===== config.mk =====
export PLATFORM = sky130hd
export DESIGN_NAME = regfile_wb_arbiter_flat
export DESIGN_NICKNAME = d
export VERILOG_FILES = /design/src/rtl/regfile_wb_arbiter_if.sv /design/src/rtl/regfile_wb_arbiter.sv /design/src/flat_wrapper.sv
export SDC_FILE = /design/constraint.sdc
export NUM_CORES = 1
export LEC_CHECK = 0
export CORE_AREA = 2 2 239 241
export CTS_BUF_LIST = sky130_fd_sc_hd__clkbuf_8
export CTS_CLUSTER_DIAMETER = 100
export DETAILED_ROUTE_END_ITERATION = 7
export DIE_AREA = 0 0 241 243
export GPL_TIMING_DRIVEN = 1
export PLACE_DENSITY = 0.51
export SKIP_LAST_GASP = 1
export SLEW_MARGIN = 20
export SYNTH_ARGS = -nofsm -noshare
export SYNTH_HDL_FRONTEND = slang
export SYNTH_SLANG_ARGS = --single-unit
export TNS_END_PERCENT = 50

===== constraint.sdc =====
create_clock -name clk -period 14.1 [get_ports clk]
set_input_delay 2.82 -clock clk [delete_from_list [all_inputs] [get_ports clk]]
set_output_delay 2.82 -clock clk [all_outputs]
set_load 0.02 [all_outputs]

===== src/rtl/regfile_wb_arbiter_if.sv =====
// Bus bundle for the write-back arbiter: two producer handshakes, the register file write port,
// and the decode-stage hazard query.
interface regfile_wb_arbiter_if #(
    parameter int unsigned DATA_W = 64,
    parameter int unsigned ADDR_W = 5,
    parameter int unsigned DEPTH  = 2
);
    localparam int unsigned CntW = $clog2(DEPTH) + 1;

    logic              req0_valid;
    logic              req0_ready;
    logic [ADDR_W-1:0] req0_rd;
    logic [DATA_W-1:0] req0_data;
    logic              req1_valid;
    logic              req1_ready;
    logic [ADDR_W-1:0] req1_rd;
    logic [DATA_W-1:0] req1_data;
    logic              RegWrite;
    logic [ADDR_W-1:0] RD;
    logic [DATA_W-1:0] WriteData;
    logic [ADDR_W-1:0] RS1;
    logic [ADDR_W-1:0] RS2;
    logic              stall;
    logic [CntW-1:0]   fifo0_count;
    logic [CntW-1:0]   fifo1_count;

    modport slave (
        input  req0_valid, req0_rd, req0_data, req1_valid, req1_rd, req1_data, RS1, RS2,
        output req0_ready, req1_ready, RegWrite, RD, WriteData, stall, fifo0_count, fifo1_count
    );

    modport master (
        output req0_valid, req0_rd, req0_data, req1_valid, req1_rd, req1_data, RS1, RS2,
        input  req0_ready, req1_ready, RegWrite, RD, WriteData, stall, fifo0_count, fifo1_count
    );
endinterface


===== src/rtl/regfile_wb_arbiter.sv =====
// Round-robin write-back arbiter sharing one register file write port between two FIFOs.
// Optional macro REGFILE_WB_X0_DISCARD_EN drops writes to x0 and ignores x0 in the hazard check.
module regfile_wb_arbiter #(
    parameter int unsigned DATA_W = 64,
    parameter int unsigned ADDR_W = 5,
    parameter int unsigned DEPTH  = 2
) (
    input logic                  clk,
    input logic                  reset,
    regfile_wb_arbiter_if.slave  bus
);
    localparam int unsigned PtrW = $clog2(DEPTH);
    localparam int unsigned CntW = PtrW + 1;

    logic [ADDR_W-1:0] rd_mem_q   [2][DEPTH];
    logic [ADDR_W-1:0] rd_mem_d   [2][DEPTH];
    logic [DATA_W-1:0] data_mem_q [2][DEPTH];
    logic [DATA_W-1:0] data_mem_d [2][DEPTH];
    logic [PtrW-1:0]   wptr_q [2];
    logic [PtrW-1:0]   wptr_d [2];
    logic [PtrW-1:0]   rptr_q [2];
    logic [PtrW-1:0]   rptr_d [2];
    logic [CntW-1:0]   cnt_q  [2];
    logic [CntW-1:0]   cnt_d  [2];
    logic              rr_q, rr_d;
    logic              regwrite_q, regwrite_d;
    logic [ADDR_W-1:0] rd_q, rd_d;
    logic [DATA_W-1:0] wdata_q, wdata_d;

    logic [1:0]        in_valid, ready, push, pop, nonempty;
    logic [ADDR_W-1:0] in_rd   [2];
    logic [DATA_W-1:0] in_data [2];
    logic              grant_any, grant_idx;
    logic              rs1_en, rs2_en, hit;
    logic [PtrW-1:0]   idx;

    assign in_valid   = {bus.req1_valid, bus.req0_valid};
    assign in_rd[0]   = bus.req0_rd;
    assign in_rd[1]   = bus.req1_rd;
    assign in_data[0] = bus.req0_data;
    assign in_data[1] = bus.req1_data;

`ifdef REGFILE_WB_X0_DISCARD_EN
    assign rs1_en = (bus.RS1 != '0);
    assign rs2_en = (bus.RS2 != '0);
`else
    assign rs1_en = 1'b1;
    assign rs2_en = 1'b1;
`endif

    always_comb begin
        for (int i = 0; i < 2; i++) begin
            nonempty[i] = (cnt_q[i] != '0);
            ready[i]    = (cnt_q[i] < CntW'(DEPTH));
`ifdef REGFILE_WB_X0_DISCARD_EN
            // x0 writes complete the handshake but are never stored.
            push[i]     = in_valid[i] && ready[i] && (in_rd[i] != '0);
`else
            push[i]     = in_valid[i] && ready[i];
`endif
        end
        grant_any = |nonempty;
        grant_idx = (&nonempty) ? rr_q : nonempty[1];
        pop       = '0;
        if (grant_any) pop[grant_idx] = 1'b1;
    end

    always_comb begin
        rd_mem_d   = rd_mem_q;
        data_mem_d = data_mem_q;
        wptr_d     = wptr_q;
        rptr_d     = rptr_q;
        cnt_d      = cnt_q;
        for (int i = 0; i < 2; i++) begin
            if (push[i]) begin
                rd_mem_d[i][wptr_q[i]]   = in_rd[i];
                data_mem_d[i][wptr_q[i]] = in_data[i];
                wptr_d[i]                = wptr_q[i] + PtrW'(1);
            end
            if (pop[i]) rptr_d[i] = rptr_q[i] + PtrW'(1);
            cnt_d[i] = cnt_q[i] + CntW'(push[i]) - CntW'(pop[i]);
        end
        rr_d       = grant_any ? ~grant_idx : rr_q;
        regwrite_d = grant_any;
        rd_d       = rd_q;
        wdata_d    = wdata_q;
        if (grant_any) begin
            rd_d    = rd_mem_q[grant_idx][rptr_q[grant_idx]];
            wdata_d = data_mem_q[grant_idx][rptr_q[grant_idx]];
        end
    end

    // Hazard: any live FIFO entry or the write currently on the port.
    always_comb begin
        hit = regwrite_q && ((rs1_en && rd_q == bus.RS1) || (rs2_en && rd_q == bus.RS2));
        idx = '0;
        for (int i = 0; i < 2; i++) begin
            for (int k = 0; k < int'(DEPTH); k++) begin
                idx = rptr_q[i] + PtrW'(k);
                if (CntW'(k) < cnt_q[i]) begin
                    if ((rs1_en && rd_mem_q[i][idx] == bus.RS1) ||
                        (rs2_en && rd_mem_q[i][idx] == bus.RS2)) begin
                        hit = 1'b1;
                    end
                end
            end
        end
    end

    always_ff @(posedge clk or posedge reset) begin
        if (reset) begin
            for (int i = 0; i < 2; i++) begin
                for (int j = 0; j < int'(DEPTH); j++) begin
                    rd_mem_q[i][j]   <= '0;
                    data_mem_q[i][j] <= '0;
                end
                wptr_q[i] <= '0;
                rptr_q[i] <= '0;
                cnt_q[i]  <= '0;
            end
            rr_q       <= 1'b0;
            regwrite_q <= 1'b0;
            rd_q       <= '0;
            wdata_q    <= '0;
        end else begin
            rd_mem_q   <= rd_mem_d;
            data_mem_q <= data_mem_d;
            wptr_q     <= wptr_d;
            rptr_q     <= rptr_d;
            cnt_q      <= cnt_d;
            rr_q       <= rr_d;
            regwrite_q <= regwrite_d;
            rd_q       <= rd_d;
            wdata_q    <= wdata_d;
        end
    end

    assign bus.req0_ready  = ready[0];
    assign bus.req1_ready  = ready[1];
    assign bus.RegWrite    = regwrite_q;
    assign bus.RD          = rd_q;
    assign bus.WriteData   = wdata_q;
    assign bus.stall       = hit;
    assign bus.fifo0_count = cnt_q[0];
    assign bus.fifo1_count = cnt_q[1];
endmodule


===== src/flat_wrapper.sv =====
// flat-port wrapper written by rule: the top's interface ports become plain ports
module regfile_wb_arbiter_flat 
#(
    parameter int unsigned DATA_W = 64,
    parameter int unsigned ADDR_W = 5,
    parameter int unsigned DEPTH  = 2
)
  (clk, reset, bus_req0_valid, bus_req0_rd, bus_req0_data, bus_req1_valid, bus_req1_rd, bus_req1_data, bus_RS1, bus_RS2, bus_req0_ready, bus_req1_ready, bus_RegWrite, bus_RD, bus_WriteData, bus_stall, bus_fifo0_count, bus_fifo1_count);
  regfile_wb_arbiter_if #(.DATA_W(DATA_W), .ADDR_W(ADDR_W), .DEPTH(DEPTH)) bus_i ();
  input logic clk;
  input logic reset;
  input wire logic [$bits(bus_i.req0_valid)-1:0] bus_req0_valid;
  input wire logic [$bits(bus_i.req0_rd)-1:0] bus_req0_rd;
  input wire logic [$bits(bus_i.req0_data)-1:0] bus_req0_data;
  input wire logic [$bits(bus_i.req1_valid)-1:0] bus_req1_valid;
  input wire logic [$bits(bus_i.req1_rd)-1:0] bus_req1_rd;
  input wire logic [$bits(bus_i.req1_data)-1:0] bus_req1_data;
  input wire logic [$bits(bus_i.RS1)-1:0] bus_RS1;
  input wire logic [$bits(bus_i.RS2)-1:0] bus_RS2;
  output wire logic [$bits(bus_i.req0_ready)-1:0] bus_req0_ready;
  output wire logic [$bits(bus_i.req1_ready)-1:0] bus_req1_ready;
  output wire logic [$bits(bus_i.RegWrite)-1:0] bus_RegWrite;
  output wire logic [$bits(bus_i.RD)-1:0] bus_RD;
  output wire logic [$bits(bus_i.WriteData)-1:0] bus_WriteData;
  output wire logic [$bits(bus_i.stall)-1:0] bus_stall;
  output wire logic [$bits(bus_i.fifo0_count)-1:0] bus_fifo0_count;
  output wire logic [$bits(bus_i.fifo1_count)-1:0] bus_fifo1_count;
  assign bus_i.req0_valid = bus_req0_valid;
  assign bus_i.req0_rd = bus_req0_rd;
  assign bus_i.req0_data = bus_req0_data;
  assign bus_i.req1_valid = bus_req1_valid;
  assign bus_i.req1_rd = bus_req1_rd;
  assign bus_i.req1_data = bus_req1_data;
  assign bus_i.RS1 = bus_RS1;
  assign bus_i.RS2 = bus_RS2;
  assign bus_req0_ready = bus_i.req0_ready;
  assign bus_req1_ready = bus_i.req1_ready;
  assign bus_RegWrite = bus_i.RegWrite;
  assign bus_RD = bus_i.RD;
  assign bus_WriteData = bus_i.WriteData;
  assign bus_stall = bus_i.stall;
  assign bus_fifo0_count = bus_i.fifo0_count;
  assign bus_fifo1_count = bus_i.fifo1_count;
  regfile_wb_arbiter #(.DATA_W(DATA_W), .ADDR_W(ADDR_W), .DEPTH(DEPTH)) u_core (.clk(clk), .reset(reset), .bus(bus_i));
endmodule

* After elaboration in Yosys (flattened, before gate mapping)
Index checks and enable logic that the tools add are counted.
Word-level totals: register bits 355, input port bits 152, output and inout port bits 77
Operators by class: add/sub/neg operators 8, $lt $le $gt $ge 18, equality and inequality tests 10, mux-type cells 51, bitwise gates (word level) 9, reduce and logical (&&, ||, !) cells 15
Operators with widths (number):
- $mux W128 | 3
- $mux W64 | 5
- $bwmux W128 | 2
- $demux W64 S1 | 2
- $mux W5 | 17
- $eq A5 B5 Y1 | 10
- $mux W10 | 3
- $bwmux W10 | 2
- $ge A2 B2 Y1 const B | 8
- $not A1 Y2 | 8
- $mux W1 | 13
- $demux W5 S1 | 2
- $lt A1 B2 Y1 const A | 4
- $logic_and A1 B1 Y1 | 6
- $logic_or A1 B1 Y1 | 5
- $add A1 B1 Y1 const B | 4
- $add A2 B1 Y2 | 2
- $lt A2 B1 Y1 const B | 2
- $lt A2 B2 Y1 const B | 2
- $reduce_bool A2 Y1 | 2
- $sub A2 B1 Y2 | 2
- $lt A1 B2 Y1 const B | 1
- $mux W2 | 1
- $reduce_and A2 Y1 | 1
- 4 further kinds | 4

* Depth between registers and ports, before layout
Gate-level depths: netlist of the first run.
depth after elaboration 14, gate-level depth with buffers 11, gate-level depth less buffers 9

* Worst setup path after synthesis of the first run
Ideal clock, no wire load.
kind input port to output port, start input port bus_RS1[3], end output port bus_stall, arrival 3.801 ns, slack 7.479 ns, stages on the path 6, cell sequence clkbuf_1 xor2_1 nor3_1 o21ai_0 o311a_1 o2111ai_2
Between the ends: word-level cells in the longest chain between the ends 11, elaborated cells between the ends (all ways) 19
Ends and longest elaborated chain:
- start, declared | RTL line flat_wrapper.sv:18 | input wire logic [$bits(bus_i.RS1)-1:0] bus_RS1;
- $eq A5 B5 Y1 | RTL line regfile_wb_arbiter.sv:95 | hit = regwrite_q && ((rs1_en && rd_q == bus.RS1) || (rs2_en && rd_q == bus.RS2));
- $logic_or A1 B1 Y1 | RTL line regfile_wb_arbiter.sv:95
- $logic_and A1 B1 Y1 | RTL line regfile_wb_arbiter.sv:95
- $mux W1 | RTL line regfile_wb_arbiter.sv:101 | if ((rs1_en && rd_mem_q[i][idx] == bus.RS1) ||
- $mux W1 | RTL line regfile_wb_arbiter.sv:100 | if (CntW'(k) < cnt_q[i]) begin
- $mux W1 | RTL line regfile_wb_arbiter.sv:101
- $mux W1 | RTL line regfile_wb_arbiter.sv:100
- $mux W1 | RTL line regfile_wb_arbiter.sv:101
- $mux W1 | RTL line regfile_wb_arbiter.sv:100
- $mux W1 | RTL line regfile_wb_arbiter.sv:101
- $mux W1 (*) | RTL line regfile_wb_arbiter.sv:100
- end, declared | RTL line flat_wrapper.sv:25 | output wire logic [$bits(bus_i.stall)-1:0] bus_stall;
Mark *: on every way between the ends. The rest lies on a longest branch, timed or not.

* Final worst setup path of the first run
start input port bus_RS1[2], end output port bus_stall
Same word-level chain as after synthesis.

==> impl_metrics.toml, run 1 <==
[outcome]
status = "finished, final reports clean"

[synth]
synthTopCellsByArea = "dfrtp_1 55%, mux2_2 24%, mux2i_1 5.1%"
synth_edf_count = 0
yosys.cell_count.top_type = "dfrtp_1"
synthCells = 1244
netlist_area_mm2 = 0.01607
ys_types = 30
syn-num-nets = 1400
synth.top_cell.area_share_pct = 55.29
synth_common_cells = "355 x dfrtp_1, 345 x mux2_2, 130 x nand2_1"
ys_seq_elements = 355
synth_ff_type = "dfrtp_1"
yosysWarnings = 0
synth.largest_area_cell = "dfrtp_1"
async_flop_share_pct = 100.0
yosysSeqAreaShare_pct = 55.29
syn_area_per_cell_um2 = 12.92

[cts]
clock-sinks = 355
cts_resized = 0
clock_path_buffers = 3
post_cts_buffers = 0
cts_tree = "done"
h-tree-depth = 3
cts_root_buffer = "clkbuf_8"
cts.clk_slew.worst_paths_ns = 0.05
clock_latency_ns = 0.63
cts_buffers = 69
cts_hold_buf = 0

[drt]
ant_nets = 0
vias_per_cell = 4.566
drc = 0
first_iter_violations = 284
first_pass_iters = 4
wl_per_cell_um = 19.50
wl_um = 44380
vias = 10390

[sta]
hold-worst-slack_ns = 0.4754
rsz0062_at_grt = "no"
max_freq_ghz = 0.1255
post-route-min-period_ns = 7.971
finalClockSkew_ns = 0.02199
setup_viol = 0
finalCritPeriodShare_pct = 56.53
timing.slew.headroom_pct = 28.80
worst_pin_slew_ns = 1.068
tns_ns = 0
final_max_slew_viol_count = 0
finalHoldViolCount = 0

[floorplan]
initial_core_util_pct = 28.72
die_w_um = 241
num_io_pins = 229
die_h_um = 243
die_area_mm2 = 0.05856
coreArea_mm2 = 0.05595
rows = 87

[power]
pwr-share-clk_pct = 19.6
internal-power_uw = 3241
swShare_pct = 36.49
switchingPower_uw = 1862
p_seq_share_pct = 37.9
leakage_uw = 0.008523
vdd_drop_max_mv = 0.1405
power.density_mw_per_mm2 = 250.8
p_comb_share_pct = 42.5

[global_route]
grt_pass1_vias = 11500
antenna_found_initial = 2
track_usage_pct = 15.40
grt_pass1_wl_um = 67990
grt-ovfl-total = 0
grt_start_max_net_pins = 159

[final_layout]
fill_cells = 5493
num_antenna_cells = 0
area_delta_synth_final_pct = 26.66
nNetsFinal = 1625
drive_gt1_share_pct = 30.79

[worst_setup_path]
slowest_delay_ns = 0.80
start_kind = "primary input"
cp.required_ns = 11.28
end_kind = "primary output"
path_common_cell = "clkdlybuf4s50_1"
path_class = "primary input to primary output"
cp.arrival_ns = 5.15
crit_path_cell_trace = "clkdlybuf4s50_1, xnor2_1, nand3_1, nor3_1, o21ai_0, o311a_1, o2111ai_2, clkdlybuf4s50_1"
crit_fanout = 5
crit_slowest_cell = "clkdlybuf4s50_1"

[run]
cap_violations = 0

[place]
dp_hpwl_um = 28170
place.gp.congestion = 0.8345
io_buffers = 228

[min_path]
min_path_type = "flip-flop to flip-flop"
==> state kept, by name, summed over array words and instances, names as in the netlist <==
signal and cells:
u_core.rr_q 1, u_core.bus.WriteData 64, u_core.bus.RD 5, u_core.bus.fifo1_count 2
u_core.rd_mem_q 20, u_core.data_mem_q 256, u_core.wptr_q 2, u_core.bus.fifo0_count 2
u_core.rptr_q 2, u_core.bus.RegWrite 1
==> layout make-up <==
type / instances / area (µm²) / area share [%]
Sequential cell: 355 / 8891 / 43.69
Timing Repair Buffer: 241 / 2392 / 11.76
Clock buffer: 83 / 1142 / 5.613
Multi-Input combinational cell: 793 / 6731 / 33.08
Clock inverter: 39 / 206.4 / 1.014
Inverter: 9 / 41.29 / 0.2029
Tap cell: 756 / 945.9 / 4.648
==> worst max-delay path: cells and delay by family <==
family                    cells  cell delay [ns]
buffers and inverters         2             1.46
and+or+nand+nor               2             0.29
AOI/OAI and AO/OA             3             0.42
xor gates and xnor gates      1             0.16
==> path summary, 6_finish.rpt <==
| kind | cells after the start | to | from | slack, ns |
|---|---|---|---|---|
| setup / recovery | 8 | bus_stall | bus_RS1[2] | 6.13 |
| hold / removal | 2 | u_core.bus.WriteData[23]$_DFFE_PP0N_ | u_core.bus.WriteData[23]$_DFFE_PP0N_ | 0.48 |
| setup reg to reg | 4 | u_core.data_mem_q[98]$_DFFE_PP0P_ | u_core.bus.fifo1_count[1]$_DFF_PP0_ | 11.06 |
| hold reg to reg | 2 | u_core.bus.WriteData[23]$_DFFE_PP0N_ | u_core.bus.WriteData[23]$_DFFE_PP0N_ | 0.48 |
| max in group asynchronous | 3 | u_core.data_mem_q[73]$_DFFE_PP0P_ | reset | 9.73 |
| min in group asynchronous | 2 | u_core.data_mem_q[154]$_DFFE_PP0P_ | reset | 2.78 |
==> cells in the final DEF (no fill, tap or decap), types with 6 or more instances in the layout <==
master	Yosys	layout
dfrtp_1	355	353
mux2_2	345	345
clkdlybuf4s50_1	0	228
nand2_1	130	128
o21ai_0	124	124
clkbuf_8	0	83
mux2i_1	82	82
inv_1	9	34
xnor2_1	29	29
xor2_1	29	29
buf_4	14	12
nor2_1	9	9
nor3_1	8	8
nand3_1	8	8
clkinvlp_4	0	6
==> metal layers <==
| layer | track usage (%) | vias to the layer above | share of wire (%) |
|---|---|---|---|
| met5 | 0 | - | 0.061 |
| met3 | 4.492 | 72 | 6.0 |
| met2 | 25.91 | 219 | 49 |
| met4 | 5.937 | 4 | 2.5 |
| met1 | 18.43 | 5296 | 42 |
| li1 | - | 4801 | - |
==> stage by stage <==
| step | utilization, % | worst slack [ns] | total power (µW) | std cells | instance area (µm²) |
|---|---|---|---|---|---|
| after floorplan | - | 1.431 | 3406 | 1244 | 16070 |
| after global placement | 33.96 | 6.154 | 4111 | 2154 | 19000 |
| after detailed placement | 33.96 | 6.167 | 4177 | 2154 | 19000 |
| after CTS | 36.37 | 6.148 | 5217 | 2276 | 20350 |
| after global routing | 36.37 | 6.092 | 5504 | 2276 | 20350 |
| final | 36.37 | 6.129 | 5103 | 2276 | 20350 |
==> cells by family after synthesis <==
group,after synthesis,share of synthesized area (%)
AOI/OAI and AO/OA,140,4.525
xor gates and xnor gates,58,3.162
adders and majority gates,4,0.3115
buffers and inverters,96,3.099
DFF,355,55.29
muxes,429,29.46
and+or+nand+nor,162,4.151
==> power by group through the flow <==
stage               Combinational, µW  Clock [µW]  Sequential, µW
finish                           2170        1000            1930
global route                     2400        1100            2010
CTS                              2230        1050            1940
detailed placement               2220           0            1960
global placement                 2180           0            1930
floorplan                        1490           0            1920
No activity file was read; power rests on OpenSTA's default activity.
==> inputs of run 2 (changes only) <==
PLACE_DENSITY = 0.53   (was 0.51)
clock period = 7.15 ns   (was 14.1 ns; I/O delays follow)
==> impl_metrics.toml, run 2 (synthesis results as in run 1) <==
[outcome]
status = "finished, final reports clean"

[drt]
vias_per_cell = 4.569
wl_per_cell_um = 18.57
first_iter_violations = 430
vias = 10370
first_pass_iters = 4
drc = 0
ant_nets = 0
wl_um = 42140

[final_layout]
nNetsFinal = 1626
stdcell_area_mm2 = 0.02038
largest_reg_flops = 256
final_common_cell = "dfrtp_1"
top_register = "u_core.data_mem_q"
multi_input_area_mm2 = 0.006731
drive_gt1_share_pct = 30.69
regArea_mm2 = 0.008891
area_delta_synth_final_pct = 26.87
final_cell_mix = "353 x dfrtp_1, 345 x mux2_2, 228 x clkdlybuf4s50_1"
fill_cells = 5542

[power]
p_comb_share_pct = 42.0
p_seq_share_pct = 37.9
vdd_drop_max_mv = 0.2066
swShare_pct = 35.48
pwr-share-clk_pct = 20.1
power.density_mw_per_mm2 = 491.9
leakage_uw = 0.008532
internal-power_uw = 6469
switchingPower_uw = 3557

[cts]
h-tree-depth = 3
cts_tree = "done"
cts_root_buffer = "clkbuf_8"
cts_buffers = 68
post_cts_buffers = 0
clock_path_buffers = 3
clock_latency_ns = 0.63
cts_resized = 0
cts_hold_buf = 0
cts.clk_slew.worst_paths_ns = 0.05
clock-sinks = 355

[worst_setup_path]
start_kind = "primary input"
path_class = "primary input to primary output"
crit_slowest_cell = "clkdlybuf4s50_1"
timing.rr.start = "u_core.bus.fifo0_count[1]$_DFF_PP0_"
crit_buf_inv = 2
end_kind = "primary output"
crit_path_cell_trace = "clkdlybuf4s50_1, xnor2_1, nor4_1, nand3_1, o311a_1, o2111ai_2, clkdlybuf4s50_1"
slowest_delay_ns = 0.73
rr_worst_depth = 6
path_common_cell = "clkdlybuf4s50_1"
reg2reg_to = "u_core.bus.WriteData[51]$_DFFE_PP0N_"
cpLargestDelayFamily = "buffers and inverters"
cp.required_ns = 5.72
cp.arrival_ns = 3.69
rrSetupSlack_ns = 4.31
crit_fanout = 5

[floorplan]
num_io_pins = 229
initial_core_util_pct = 28.72
die_h_um = 243
die_w_um = 241
rows = 87
die_area_mm2 = 0.05856
coreArea_mm2 = 0.05595

[sta]
tns_ns = 0
post-route-min-period_ns = 5.122
finalHoldViolCount = 0
timing.slew.headroom_pct = 29.87
rsz0062_at_grt = "no"
finalClockSkew_ns = 0.03563
max_freq_ghz = 0.1952
setup_viol = 0
worst_pin_slew_ns = 1.052
final_max_slew_viol_count = 0
finalCritPeriodShare_pct = 71.63

[global_route]
antenna_found_initial = 8
grt_pass1_wl_um = 65970
grt_start_max_net_pins = 146
grt_pass1_vias = 11290
grt-ovfl-total = 0
track_usage_pct = 14.70

[place]
io_buffers = 228
place_area_mm2 = 0.01903
dp_hpwl_um = 27260
place.gp.congestion = 0.8192

[min_path]
min_path_type = "flip-flop to flip-flop"
hold_end = "u_core.bus.WriteData[23]$_DFFE_PP0N_"
holdPathStages = 2
hp-start = "u_core.bus.WriteData[23]$_DFFE_PP0N_"

[run]
cap_violations = 0
## run 2: cell types whose count changed in the layout (fill, tap and decap cells not counted), moves of 2 or more
cell | previous run | this run
bufinv_16 | 1 | 3
inv_1 | 34 | 30
clkinvlp_4 | 6 | 2
clkbuf_8 | 83 | 85
clkinv_2 | 5 | 1
## run 2: final cells by class
| class | instances | share of cell area (%) |
|---|---|---|
| flip-flops and latches | 355 | 43.62 |
| clock buffers | 85 | 5.739 |
| well taps | 756 | 4.641 |
| multi-input cells | 793 | 33.02 |
| diodes | 1 | 0.01228 |
| repair buffers | 243 | 11.87 |
| clock inverters | 27 | 0.9085 |
| inverters | 9 | 0.1842 |
## run 2: power by group through the flow
stage,logic (µW),clock network (µW),registers (µW)
floorplan,2930,0,3790
detailed placement,4310,0,3840
global placement,4230,0,3780
finish,4210,2020,3800
CTS,4320,2120,3810
global route,4660,2210,3940
## run 2: per-stage QoR
step / power [µW] / worst slack [ns] / util [%] / hold WS (ns) / cells
floorplan: 6718 / 0.9637 / - / 0.4633 / 1244
global placement: 8015 / 2.012 / 34.00 / 0.4632 / 2156
detailed placement: 8145 / 2.034 / 34.00 / 0.4691 / 2156
CTS: 10250 / 1.915 / 36.43 / 0.4815 / 2268
global route: 10820 / 1.830 / 36.43 / 0.5055 / 2268
finish: 10030 / 2.028 / 36.43 / 0.4771 / 2269
## run 2: worst max path at each step
| stage | depth (start not counted) | start | to | slack, ns |
|---|---|---|---|---|
| finish | 7 | bus_RS1[3] | bus_stall | 2.03 |
| global route | 7 | u_core.rptr_q[1]$_DFFE_PP0P_ | bus_stall | 1.83 |
| CTS | 7 | u_core.rptr_q[1]$_DFFE_PP0P_ | bus_stall | 1.92 |
| detailed placement | 7 | bus_RS1[0] | bus_stall | 2.03 |
| global placement | 7 | bus_RS1[0] | bus_stall | 2.01 |
| floorplan | 1 | reset | u_core.bus.RD[0]$_DFFE_PP0N_ | 0.96 |
## run 2: layer usage
metal	part of all wire (%)	GRT usage (%)	vias to the layer above
met4	2.2	5.192	12
met1	43	18.23	5253
met5	0.18	0	-
met3	7.9	5.573	76
met2	46	23.24	237
li1	-	-	4789
## run 2: worst register-to-register path, delay by kind of cell, from the launching register on
kind,cells,cell delay [ns]
flops,1,0.62
compound gates,3,0.64
buf+inv,2,1.35
simple gates,1,0.14
